`src/rtl/load_store_unit.sv`:
```
// Load/store unit: turns byte/halfword/word requests into whole-word memory accesses.
// Sub-word stores use read-modify-write. Loads come back aligned and extended.
module load_store_unit #(
    parameter int unsigned ADDR_W = 9
) (
    input  logic              clk,
    input  logic              rst_n,
    input  logic              req_valid,
    output logic              req_ready,
    input  logic              req_write,
    input  logic [1:0]        req_size,
    input  logic              req_signed,
    input  logic [ADDR_W-1:0] req_addr,
    input  logic [31:0]       req_wdata,
    output logic              resp_valid,
    output logic [31:0]       resp_rdata,
    output logic              resp_err,
    output logic              MemRead,
    output logic              MemWrite,
    output logic [ADDR_W-1:0] mem_addr,
    output logic [31:0]       mem_wdata,
    input  logic [31:0]       mem_rdata
);

    typedef enum logic [1:0] {StIdle, StRead, StWrite, StResp} state_e;

    state_e            state_q, state_d;
    logic [1:0]        lane_q;
    logic [1:0]        size_q;
    logic              signed_q;
    logic              write_q;
    logic              err_q;
    logic [15:0]       wdata_q;
    logic [31:0]       buf_q;
    logic [ADDR_W-1:0] mem_addr_q;
    logic [31:0]       mem_wdata_q;

    logic              req_err;
    logic              accept;
    logic [31:0]       merged;
    logic [31:0]       load_data;

    assign req_err = (req_size == 2'b11) ||
                     (req_size == 2'b01 && req_addr[0]) ||
                     (req_size == 2'b10 && req_addr[1:0] != 2'b00);
    assign accept  = (state_q == StIdle) && req_valid;

    always_comb begin
        state_d = state_q;
        unique case (state_q)
            StIdle: begin
                if (req_valid) begin
                    if (req_err) begin
                        state_d = StResp;
                    end else if (req_write && req_size == 2'b10) begin
                        state_d = StWrite;
                    end else begin
                        state_d = StRead;
                    end
                end
            end
            StRead:  state_d = write_q ? StWrite : StResp;
            StWrite: state_d = StResp;
            StResp:  state_d = StIdle;
            default: state_d = StIdle;
        endcase
    end

    // Merge the sub-word store data into the word currently on mem_rdata.
    always_comb begin
        merged = mem_rdata;
        if (size_q == 2'b00) begin
            unique case (lane_q)
                2'd0: merged[7:0]   = wdata_q[7:0];
                2'd1: merged[15:8]  = wdata_q[7:0];
                2'd2: merged[23:16] = wdata_q[7:0];
                2'd3: merged[31:24] = wdata_q[7:0];
                default: merged = mem_rdata;
            endcase
        end else if (lane_q[1]) begin
            merged[31:16] = wdata_q;
        end else begin
            merged[15:0] = wdata_q;
        end
    end

    always_comb begin
        logic [7:0]  b;
        logic [15:0] h;
        b = 8'h00;
        h = 16'h0000;
        unique case (lane_q)
            2'd0: b = buf_q[7:0];
            2'd1: b = buf_q[15:8];
            2'd2: b = buf_q[23:16];
            2'd3: b = buf_q[31:24];
            default: b = 8'h00;
        endcase
        h = lane_q[1] ? buf_q[31:16] : buf_q[15:0];
        unique case (size_q)
            2'b00:   load_data = {{24{signed_q & b[7]}}, b};
            2'b01:   load_data = {{16{signed_q & h[15]}}, h};
            default: load_data = buf_q;
        endcase
    end

    always_ff @(posedge clk) begin
        if (!rst_n) begin
            state_q     <= StIdle;
            lane_q      <= 2'b00;
            size_q      <= 2'b00;
            signed_q    <= 1'b0;
            write_q     <= 1'b0;
            err_q       <= 1'b0;
            wdata_q     <= 16'h0000;
            buf_q       <= 32'h0;
            mem_addr_q  <= '0;
            mem_wdata_q <= 32'h0;
        end else begin
            state_q <= state_d;
            if (accept) begin
                lane_q   <= req_addr[1:0];
                size_q   <= req_size;
                signed_q <= req_signed;
                write_q  <= req_write;
                err_q    <= req_err;
                wdata_q  <= req_wdata[15:0];
                // Memory pins only move when a strobe is about to be issued.
                if (!req_err) begin
                    mem_addr_q <= {req_addr[ADDR_W-1:2], 2'b00};
                    if (req_write && req_size == 2'b10) begin
                        mem_wdata_q <= req_wdata;
                    end
                end
            end
            if (state_q == StRead) begin
                buf_q <= mem_rdata;
                if (write_q) begin
                    mem_wdata_q <= merged;
                end
            end
        end
    end

    assign req_ready  = (state_q == StIdle);
    assign MemRead    = (state_q == StRead);
    assign MemWrite   = (state_q == StWrite);
    assign resp_valid = (state_q == StResp);
    assign resp_err   = resp_valid && err_q;
    assign resp_rdata = (resp_valid && !err_q && !write_q) ? load_data : 32'h0;
    assign mem_addr   = mem_addr_q;
    assign mem_wdata  = mem_wdata_q;

endmodule
```
`config.mk`:
```
export PLATFORM = sky130hd
export DESIGN_NAME = load_store_unit
export DESIGN_NICKNAME = d
export VERILOG_FILES = /design/src/rtl/load_store_unit.sv
export SDC_FILE = /design/constraint.sdc
export NUM_CORES = 1
export LEC_CHECK = 0
export BUFFER_PORTS_ARGS = -buffer_cell sky130_fd_sc_hd__buf_2
export CORE_MARGIN = 1.5
export CORE_UTILIZATION = 25
export CTS_CLUSTER_DIAMETER = 200
export DETAILED_ROUTE_END_ITERATION = 10
export HOLD_SLACK_MARGIN = 0.03
export PLACE_DENSITY = 0.53
export SETUP_SLACK_MARGIN = 0.2
export SYNTH_ARGS = -nofsm -noshare
export SYNTH_HDL_FRONTEND = slang
export SYNTH_SLANG_ARGS = --single-unit
```
`constraint.sdc`:
```
create_clock -name clk -period 5.44 [get_ports clk]
set_input_delay 1.088 -clock clk [delete_from_list [all_inputs] [get_ports clk]]
set_output_delay 1.088 -clock clk [all_outputs]
set_load 0.005 [all_outputs]
```
==> summary.md, run 1 <==
| Metric | Value |
|---|---|
| Initial core utilization | 0.2573 |
| Synth cell types | 50 |
| Core Box Area | 19590 sq um |
| Site Rows | 51 |
| Status | finished clean |
| Yosys warns | 0 |
| Layout Cells excl Fill | 993 |
| DR pass1 iterations | 5 |
| Wire per inst | ~18 microns |
| R2r startpoint | state_q[1] |
| Met2 usage | 0.2641 |
| Critical Path Source | lane_q[1] |
| M1 GR Usage | 0.2194 |
| Final worst clock skew | 0.006048 ns |
| Post_cts resized | 0 |
| GRT Total Usage | 0.1669 |
| Top-count cell post-synth | nand2_1 |
| Hold path start | wdata_q[13] |
| Vias in the first global route | 4558 |
| Fmax | 0.2739 GHz |
| FFs w/ async S/R, synth | 0 |
| Max-Slew Margin vs Limit | 0.2538 |
| Fin crit share | 0.6712 |
| #FFs+latches synth | 96 |
| Mapped Area | 5041 sq um |
| DRC Markers | 0 |
| Layout cells sized above 1 | 0.2762 |
| Area leader, netlist | dfxtp_1 |
| Top FF cell, synth | dfxtp_1 |
| Avg Vias per Cell | 4.778 |
| Synth top area share | 0.3812 |
| Fillers | 2162 |
| Setup violators final | 0 |
| Port Buffers | 155 |
| Mean Syn Cell Area | 8.374 sq um |
| Post-CTS Setup Inserts | 0 |
| Crit. End Element | primary output |
| Leakage | roughly 0.0027 uW |
| Final critical-path required period | 3.652 ns |
| Root Driver | clkbuf_16 |
| Layout net count | 803 |
| Peak supply drop | 181.9 uV |
| Clock sinks | 96 |
| RSZ-0062 raised after global routing | false |
| Synth area leaders | dfxtp_1 38%, mux2i_1 9.7%, nand2_1 9.6% |
| Final Hold Fails | 0 |
| CP max FO | 22 |
| TNS Setup | 0 ns |
| Commonest cells post-synth | 129 x nand2_1, 96 x dfxtp_1, 49 x mux2i_1, 45 x a21oi_1, 42 x nor2_1 |
| Chip width | 145 microns |
| Hold_buf cts | 0 |
| Initial antenna violation count | 5 |
| Syn-to-layout area delta | 23.53% |
| Worst min-delay path class | flop to flop |
| Met3 Resource Use GR | 0.05220 |
| Worst-path clk slew | roughly 0.070 ns |
| Longest Clk Path Bufs | 2 |
| First-pass GRT wire length | 27.26 mm |
| Syn Inst Count | 602 |
| Number of synthesized flops with an enable pin | 0 |
| DP HPWL | 13.29 mm |
| Die height | 145 microns |
| Routed WL | 17.51 mm |
| # placed instances | 973 |
| Max-cap violations | 0 |
| Pwr Density | around 400 nW/um^2 |
| Critical Path AT | approximately 2.6 ns |
| CP required | around 4.4 ns |
| Clock latency on the worst-skew pair | 0.35 ns |
| Post-route antenna net violation count | 0 |
| Worst slew pin tran | 1.119 ns |
| Total CTS buffers | 9 |
| Slew Viols, Final | 0 |
| Htree depth | 3 |
| Die area | ~21000 sq um |
| Iter 0 DRT Violations | 295 |
| TritonCTS clock tree | done |
| Register area share after synthesis | 0.3812 |
| Crit Path Class | flop to primary output |
| Gpl congestion | 0.8565 |
| Total gr overflow | 0 |
| IO Count | 158 |
| Pin count of the biggest net entering global routing | 47 |
| CP startpoint kind | flop |
| GR peak layer | met2 |
| DR vias | 4745 |
cell usage in the layout (no fill, tap or decap), types with 9 or more instances in the layout:
cell	Yosys	final
a221oi_1	10	10
nor3_1	18	18
a211oi_1	19	19
dfxtp_1	96	96
nand2_1	129	129
inv_1	12	12
nor2b_1	11	11
buf_2	15	155
a21oi_1	45	45
clkbuf_16	0	9
nor2_1	42	42
o21ai_0	10	10
a31oi_1	16	16
o221ai_1	17	17
mux2i_1	49	49
cell families after synthesis:
family | Yosys count | share of synthesized area
multiplexers | 64 | 0.1487
buffers and inverters | 68 | 0.07048
AND/OR/NAND/NOR | 237 | 0.2147
other | 1 | 0.0007439
flip-flops | 96 | 0.3812
AO/OA/AOI/OAI | 132 | 0.1742
adder cells (fa/ha/maj) | 4 | 0.009928
worst max-delay path, stage by stage, from the launching register on:
cell     delay (ns)
dfxtp_1        0.94
mux4_2         0.39
and3b_1        0.35
nor3_1         0.08
nor3_1         0.27
buf_2          0.18
report_power, final:
group / switching, uW / internal (uW)
Clock: 294 / 417
Combinational: 438 / 348
Sequential: 163 / 829
Total: 895 / 1590
stage by stage:
step / cell area, sq um / utilization / total power [uW] / setup WS [ns] / hold slack, ns
after floorplan: 5045 / - / 1547 / 2.803 / 0.4363
after global placement: 5886 / 0.3004 / 1795 / 2.227 / 0.4449
after detailed placement: 5886 / 0.3004 / 1796 / 2.188 / 0.4508
after CTS: 6217 / 0.3174 / 2510 / 1.794 / 0.4606
after global routing: 6217 / 0.3174 / 2645 / 1.628 / 0.4793
final: 6227 / 0.3179 / 2490 / 1.788 / 0.4624
state kept, by name (all words and copies together), names as in the netlist:
name,count
signed_q,1
lane_q,2
size_q,2
mem_wdata,32
err_q,1
mem_addr,7
write_q,1
state_q,2
buf_q,32
wdata_q,16
worst paths after layout:
check                    to  slack [ns]  cells past startpoint
min             wdata_q[13]        0.46                      2
min reg2reg     wdata_q[13]        0.46                      2
max          resp_rdata[15]        1.79                      5
max reg2reg    mem_wdata[6]        2.80                      6
layout make-up:
type / count / area (sq um) / area share
tap: 265 / 331.6 / 0.05324
clock buffer: 10 / 239.0 / 0.03838
antenna: 4 / 10.01 / 0.001607
clock inverter: 6 / 92.59 / 0.01487
multi-input combinational: 439 / 2770 / 0.4448
inverter: 13 / 48.80 / 0.007836
sequential: 96 / 1922 / 0.3086
timing repair buffer: 160 / 813.3 / 0.1306
per-layer routing:
| metal | vias up | part of all wire |
|---|---|---|
| met5 | - | 0.00074 |
| met4 | 2 | 0.0078 |
| met3 | 9 | 0.072 |
| met2 | 163 | 0.46 |
| met1 | 2195 | 0.46 |
| li1 | 2376 | - |
(Power assumes the default switching activity.)
==> run 2, diff against run 1 <==
- clock period: 5.44 -> 3.75 ns (I/O delays scaled with it)
==> run 2 against run 1 <==
Via count is 1.3% higher. Highest routed layer unchanged. Utilization is 0.13 points higher. Critical endpoint is now resp_rdata[0]. Setup slack worse by 1.2 ns. First-iteration DRC count is 2.0% higher. Sequential share of layout area is 0.12 points lower. Sequential power is 44% higher. Routed wire length is 1.7% higher. Global-route usage is 0.11 points higher. Clock power is 50% higher. Final area is 0.40% higher.
==> summary.md, run 2 (synthesis results as in run 1) <==
| Metric | Value |
|---|---|
| Setup violators final | 0 (unchanged) |
| Peak supply drop | 309.3 uV (was 181.9 uV) |
| Clock latency on the worst-skew pair | 0.36 ns (was 0.35 ns) |
| Site Rows | 51 (unchanged) |
| Worst min-delay path class | flop to flop (unchanged) |
| Gpl congestion | 0.8182 (was 0.8565) |
| Root Driver | clkbuf_16 (unchanged) |
| Clk network pwr share | 0.292 (was 0.286) |
| DR vias | 4807 (was 4745) |
| Hold_buf cts | 0 (unchanged) |
| Avg Vias per Cell | 4.831 (was 4.778) |
| DP HPWL | 13.27 mm (was 13.29 mm) |
| Chip width | 145 microns (unchanged) |
| Vias in the first global route | 4580 (was 4558) |
| First-pass GRT wire length | 27.28 mm (was 27.26 mm) |
| Pin count of the biggest net entering global routing | 61 (was 47) |
| Worst-path cell chain | or2_2, nor2_1, nor3_1, buf_2 (was mux4_2, and3b_1, nor3_1, nor3_1, buf_2) |
| Layout net count | 806 (was 803) |
| Final Hold Fails | 0 (unchanged) |
| Max-Slew Margin vs Limit | 0.2883 (was 0.2538) |
| Highest-delay cell along the critical path | dfxtp_1 (unchanged) |
| Fmax | 0.3166 GHz |
| Post-CTS Setup Inserts | 0 (unchanged) |
| TritonCTS clock tree | done (unchanged) |
| Crit Path Class | flop to primary output (unchanged) |
| Iter 0 DRT Violations | 301 (was 295) |
| RSZ-0062 raised after global routing | false (unchanged) |
| GRT Total Usage | 0.1680 (was 0.1669) |
| Htree depth | 3 (unchanged) |
| Critical Path AT | 2.41 ns (was 2.56 ns) |
| Post_cts resized | 0 (unchanged) |
| Core Box Area | 19590 sq um (unchanged) |
| Slew Viols, Final | 0 (unchanged) |
| Fillers | 2146 (was 2162) |
| DRC Markers | 0 (unchanged) |
| Layout cells sized above 1 | 0.2779 (was 0.2762) |
| Multi-input gate area | 2770 sq um (unchanged) |
| CP required | 3.00 ns (was 4.35 ns) |
| Routed WL | 17.81 mm (was 17.51 mm) |
| TNS Setup | 0 ns (unchanged) |
| Total gr overflow | 0 (unchanged) |
| CP startpoint kind | flop (unchanged) |
| Flop pwr share | 0.390 (was 0.398) |
| Cell internal pwr | 2369 uW (was 1595 uW) |
| Worst slew pin tran | 1.066 ns (was 1.119 ns) |
| CP top delay family | flip-flops (unchanged) |
| Comb power frac | 0.317 (was 0.316) |
| IO Count | 158 (unchanged) |
| Longest Clk Path Bufs | 2 (unchanged) |
| Total CTS buffers | 9 (unchanged) |
| Initial antenna violation count | 4 (was 5) |
| DR pass1 iterations | 5 (unchanged) |
| Die area | 21030 sq um (unchanged) |
| Critical path buffer and inverter count | 1 (unchanged) |
| Initial core utilization | 0.2573 (unchanged) |
| Wire per inst | 17.90 microns (was 17.63 microns) |
| Syn-to-layout area delta | 24.03% (was 23.53%) |
| Min Hold Slack | 0.4576 ns (was 0.4624 ns) |
| Die height | 145 microns (unchanged) |
| Final worst clock skew | 0.009554 ns (was 0.006048 ns) |
| Worst-path clk slew | 0.07 ns (about the same) |
| Net Sw Frac | 0.3535 (was 0.3595) |
| Storage element area | 1922 sq um (unchanged) |
| Crit. End Element | primary output (unchanged) |
| Most common cell after layout, fill and taps aside | buf_2 (unchanged) |
| Leakage | 0.002716 uW (was 0.002692 uW) |
| Max-cap violations | 0 (unchanged) |
| Fin crit share | 0.8422 |
| Most frequent cells in the layout | 155 x buf_2, 129 x nand2_1, 96 x dfxtp_1 (unchanged) |
| Pwr Density | 586.2 nW/um^2 (was 399.8 nW/um^2) |
| CP max FO | 32 (was 22) |
| NetSw | 1295 uW (was 895.0 uW) |
| Post-route antenna net violation count | 0 (unchanged) |
| Status | finished clean (unchanged) |
| Final critical-path required period | 3.158 ns |
| Crit path largest cell delay | 0.99 ns (was 0.94 ns) |
| Clock sinks | 96 (unchanged) |
| R2R setup slack | 1.15 ns (was 2.80 ns) |
| Port Buffers | 155 (unchanged) |
-- run 2: cell count changes in the layout (fill, tap and decap cells not counted), sizes merged --
| cell | change |
|---|---|
| buf | +3 |
| bufinv | +1 |
| clkinvlp | -1 |
| diode | -1 |
-- run 2: per-stage QoR --
| stage | utilization | setup slack [ns] | total power (uW) | instance area [sq um] | cells |
|---|---|---|---|---|---|
| final | 0.3192 | 0.5917 | 3665 | 6252 | 995 |
| after global routing | 0.3188 | 0.3386 | 3887 | 6245 | 992 |
| after CTS | 0.3188 | 0.6020 | 3692 | 6245 | 992 |
| after detailed placement | 0.3016 | 0.9985 | 2617 | 5908 | 976 |
| after global placement | 0.3016 | 0.9906 | 2610 | 5908 | 976 |
| after floorplan | - | 1.451 | 2244 | 5045 | 603 |
-- run 2: routing by layer --
| metal | up-vias | GRT usage | routed length [microns] |
|---|---|---|---|
| li1 | 2379 | - | - |
| met1 | 2228 | 0.2157 | 7869 |
| met2 | 186 | 0.2672 | 8162 |
| met3 | 12 | 0.06164 | 1639 |
| met4 | 2 | 0.03866 | 127 |
| met5 | - | 0 | 13 |
-- run 2: power groups by stage --
stage	Clock, uW	Sequential, uW	Combinational, uW
3_5_place_dp	0	1450	1170
4_1_cts	1090	1430	1170
5_1_grt	1140	1460	1290
6_report	1070	1430	1160
2_1_floorplan	0	1340	908
3_3_place_gp	0	1450	1160
-- run 2: final timing paths --
path	from	endpoint	cells past startpoint
min	wdata_q[15]	wdata_q[15]	2
min reg2reg	wdata_q[15]	wdata_q[15]	2
max	size_q[1]	resp_rdata[0]	4
max reg2reg	state_q[1]	mem_wdata[11]	6
-- run 2: tightest hold or removal path: stages (launching register included) --
cell and delay, ns:
dfxtp_1 0.31, nand2_1 0.05, a21oi_1 0.05
-- run 2: cell type report --
type / count / share of cell area
inverters: 13 / 0.007805
flip-flops and latches: 96 / 0.3074
well taps: 265 / 0.05303
repair buffers: 163 / 0.1337
multi-input cells: 439 / 0.4431
diodes: 3 / 0.001201
clock buffers: 10 / 0.03662
clock inverters: 6 / 0.01721
==> run 3, diff against run 2 <==
- ABC_AREA: unset -> 1
- PLACE_DENSITY: 0.53 -> 0.52
- clock period: 3.75 -> 3.1 ns (I/O delays scaled with it)
==> run 3 against run 2 <==
The run now ends with design-rule violations left. Final cell count grew 33%. Clock power grew 5%. Non-clock buffer count grew 7. Flip-flop and latch count is the same. Setup slack lost 0.23 ns. Sequential power grew 9%. Utilization shrank 0.54 points. Critical path depth grew 2. Area after synthesis grew 12%. Register-to-register slack lost 0.11 ns. Worst hold slack gained 0.011 ns. First-iteration DRC count grew 64%. Critical endpoint is now resp_rdata[18].
==> summary.md, run 3 <==
| Metric | Value |
|---|---|
| Longest Clk Path Bufs | 2 (unchanged) |
| Site Rows | 54 (was 51) |
| Htree depth | 3 (unchanged) |
| Fin crit share | 0.8828 |
| GRT Total Usage | 0.1844 (was 0.1680) |
| Leakage | 0.003389 uW (was 0.002716 uW) |
| Die height | 153.5 microns (was 145 microns) |
| Worst slew pin tran | 0.8515 ns (was 1.066 ns) |
| Pwr Density | 558.9 nW/um^2 (was 586.2 nW/um^2) |
| Total gr overflow | 0 (unchanged) |
| DR vias | 6387 (was 4807) |
| Area leader, netlist | dfxtp_1 (unchanged) |
| Mapped Area | 5660 sq um (was 5041 sq um) |
| Synth cell types | 28 (was 50) |
| Worst-path clk slew | 0.07 ns (about the same) |
| Root Driver | clkbuf_16 (unchanged) |
| Final worst clock skew | 0.006426 ns (was 0.009554 ns) |
| Total CTS buffers | 9 (unchanged) |
| CP startpoint kind | flop (unchanged) |
| Routed WL | 21.73 mm (was 17.81 mm) |
| Final critical-path required period | 2.737 ns |
| DP HPWL | 16.48 mm (was 13.27 mm) |
| FFs w/ async S/R, synth | 0 (unchanged) |
| IO Count | 158 (unchanged) |
| Crit path largest cell delay | 0.35 ns (was 0.99 ns) |
| Syn Inst Count | 916 (was 602) |
| Post-route antenna net violation count | 0 (unchanged) |
| TNS Setup | 0 ns (unchanged) |
| Commonest cells post-synth | 177 x nand2_1, 152 x o21ai_0, 125 x nor2_1, 111 x a21oi_1, 96 x dfxtp_1 (was 129 x nand2_1, 96 x dfxtp_1, 49 x mux2i_1, 45 x a21oi_1, 42 x nor2_1) |
| Max-cap violations | 0 (unchanged) |
| Top FF cell, synth | dfxtp_1 (unchanged) |
| Avg Vias per Cell | 4.831 (about the same) |
| Gpl congestion | 0.8724 (was 0.8182) |
| Syn-to-layout area delta | 22.08% (was 24.03%) |
| #FFs+latches synth | 96 (unchanged) |
| Port Buffers | 155 (unchanged) |
| Chip width | 153.5 microns (was 145 microns) |
| Synth top area share | 0.3395 (was 0.3812) |
| Register area share after synthesis | 0.3395 (was 0.3812) |
| Wire per inst | 16.44 microns (was 17.90 microns) |
| Placed cell areas | 6600 sq um (was 5908 sq um) |
| Critical path buffer and inverter count | 2 (was 1) |
| Post-CTS Setup Inserts | 0 (unchanged) |
| Iter 0 DRT Violations | 495 (was 301) |
| Layout cells sized above 1 | 0.2060 (was 0.2779) |
| Die area | 23550 sq um (was 21030 sq um) |
| Yosys warns | 0 (unchanged) |
| Status | finished, violations left (was finished clean) |
| Crit. End Element | primary output (unchanged) |
| Critical Path AT | 2.12 ns (was 2.41 ns) |
| First-pass GRT wire length | 33.55 mm (was 27.28 mm) |
| Core Box Area | 22030 sq um (was 19590 sq um) |
| Layout net count | 1119 (was 806) |
| Number of synthesized flops with an enable pin | 0 (unchanged) |
| Slew Viols, Final | 0 (unchanged) |
| Mean Syn Cell Area | 6.180 sq um (was 8.374 sq um) |
| DR pass1 iterations | 8 (was 5) |
| Max-Slew Margin vs Limit | 0.4317 (was 0.2883) |
| Peak supply drop | 196.9 uV (was 309.3 uV) |
| Clock latency on the worst-skew pair | 0.35 ns (was 0.36 ns) |
| Top-count cell post-synth | nand2_1 (unchanged) |
| Failing checks | design-rule violations |
| Vias in the first global route | 5872 (was 4580) |
| Fmax | 0.3654 GHz |
| Setup violators final | 0 (unchanged) |
| Final Hold Fails | 0 (unchanged) |
| TritonCTS clock tree | done (unchanged) |
| Pin count of the biggest net entering global routing | 54 (was 61) |
| RSZ-0062 raised after global routing | false (unchanged) |
| Most common cell after layout, fill and taps aside | nand2_1 (was buf_2) |
| CP max FO | 16 (was 32) |
| Clock sinks | 96 (unchanged) |
| DRC Markers | 2 (was 0) |
| Worst-path cell chain | ha_1, nand2_1, clkinv_1, nand2_4, nor2_1, buf_2 (was or2_2, nor2_1, nor3_1, buf_2) |
| Synth area leaders | dfxtp_1 34%, o21ai_0 13%, nand2_1 12% (was dfxtp_1 38%, mux2i_1 9.7%, nand2_1 9.6%) |
| Hold_buf cts | 0 (unchanged) |
| Most frequent cells in the layout | 176 x nand2_1, 155 x buf_2, 152 x o21ai_0 (was 155 x buf_2, 129 x nand2_1, 96 x dfxtp_1) |
| CP required | 2.48 ns (was 3.00 ns) |
| Worst min-delay path class | flop to flop (unchanged) |
| R2R setup slack | 1.04 ns (was 1.15 ns) |
| Design area | 6910 sq um (was 6252 sq um) |
| Highest-delay cell along the critical path | clkinv_1 (was dfxtp_1) |
| Fillers | 2559 (was 2146) |
| CP top delay family | simple AND/OR/NAND/NOR gates (was flip-flops) |
| Initial antenna violation count | 3 (was 4) |
| Post_cts resized | 0 (unchanged) |
| Crit Path Class | flop to primary output (unchanged) |
| Initial core utilization | 0.2570 (was 0.2573) |
run 3: changes by cell type after synthesis, sizes merged, moves of 42 or more:
cell,previous run,this run
nand2,129,180
inv,13,82
mux2i,49,0
a21oi,46,112
nor2,42,140
nand3,8,50
o21ai,12,161
run 3: routing by layer:
metal	global-route usage	part of all wire
met1	0.2598	0.48
met2	0.2771	0.43
met3	0.03374	0.067
met4	0.07212	0.023
met5	0	0.00060
run 3: final timing paths:
kind / startpoint / to / depth (start not counted)
hold / removal: wdata_q[9] / wdata_q[9] / 2
setup / recovery: state_q[0] / resp_rdata[18] / 6
hold reg to reg: wdata_q[9] / wdata_q[9] / 2
setup reg to reg: lane_q[1] / mem_wdata[9] / 8
run 3: worst reg2reg max path, cell delays in order (launching register included):
cell and delay [ns]:
dfxtp_2 0.38, inv_2 0.29, buf_4 0.33, nand2_1 0.36
a21oi_1 0.22, o21ai_0 0.09, nand3_1 0.12, nand2_1 0.08
nor2_1 0.13
run 3: cell families (layout without fill, tap and decap cells):
family,count (synthesis),in the layout,share of synthesized area
AO/OA/AOI/OAI,279,279,0.2502
adder cells (fa/ha/maj),4,4,0.008842
buffers and inverters,146,268,0.1085
flip-flops,96,96,0.3395
other,1,5,0.0006625
AND/OR/NAND/NOR,390,390,0.2922
run 3: through the flow:
stage          hold WS [ns]  power (uW)    util  worst slack (ns)  std cells
6_report             0.4683        3862  0.3137            0.3633       1322
5_1_grt              0.4909        4131  0.3136            0.2035       1321
4_1_cts              0.4685        3876  0.3128            0.2467       1319
3_5_place_dp         0.4584        2749  0.2996            0.6305       1304
3_3_place_gp         0.4533        2744  0.2996            0.6906       1304
2_1_floorplan        0.4411        2354       -             1.120        917
run 3: final cells by class:
class	instances	area (sq um)	area share
multi-input cells	675	3136	0.4537
flip-flops and latches	96	1924	0.2785
repair buffers	170	888.4	0.1286
well taps	280	350.3	0.05070
inverters	83	315.3	0.04563
clock buffers	12	246.5	0.03567
clock inverters	3	42.54	0.006156
diodes	3	7.507	0.001086
run 3: power by group:
part	internal (uW)	switching [uW]	total (uW)	leakage (uW)
Sequential	1400	167	1560	0.000786
Combinational	387	786	1170	0.00246
Clock	643	481	1120	0.000139
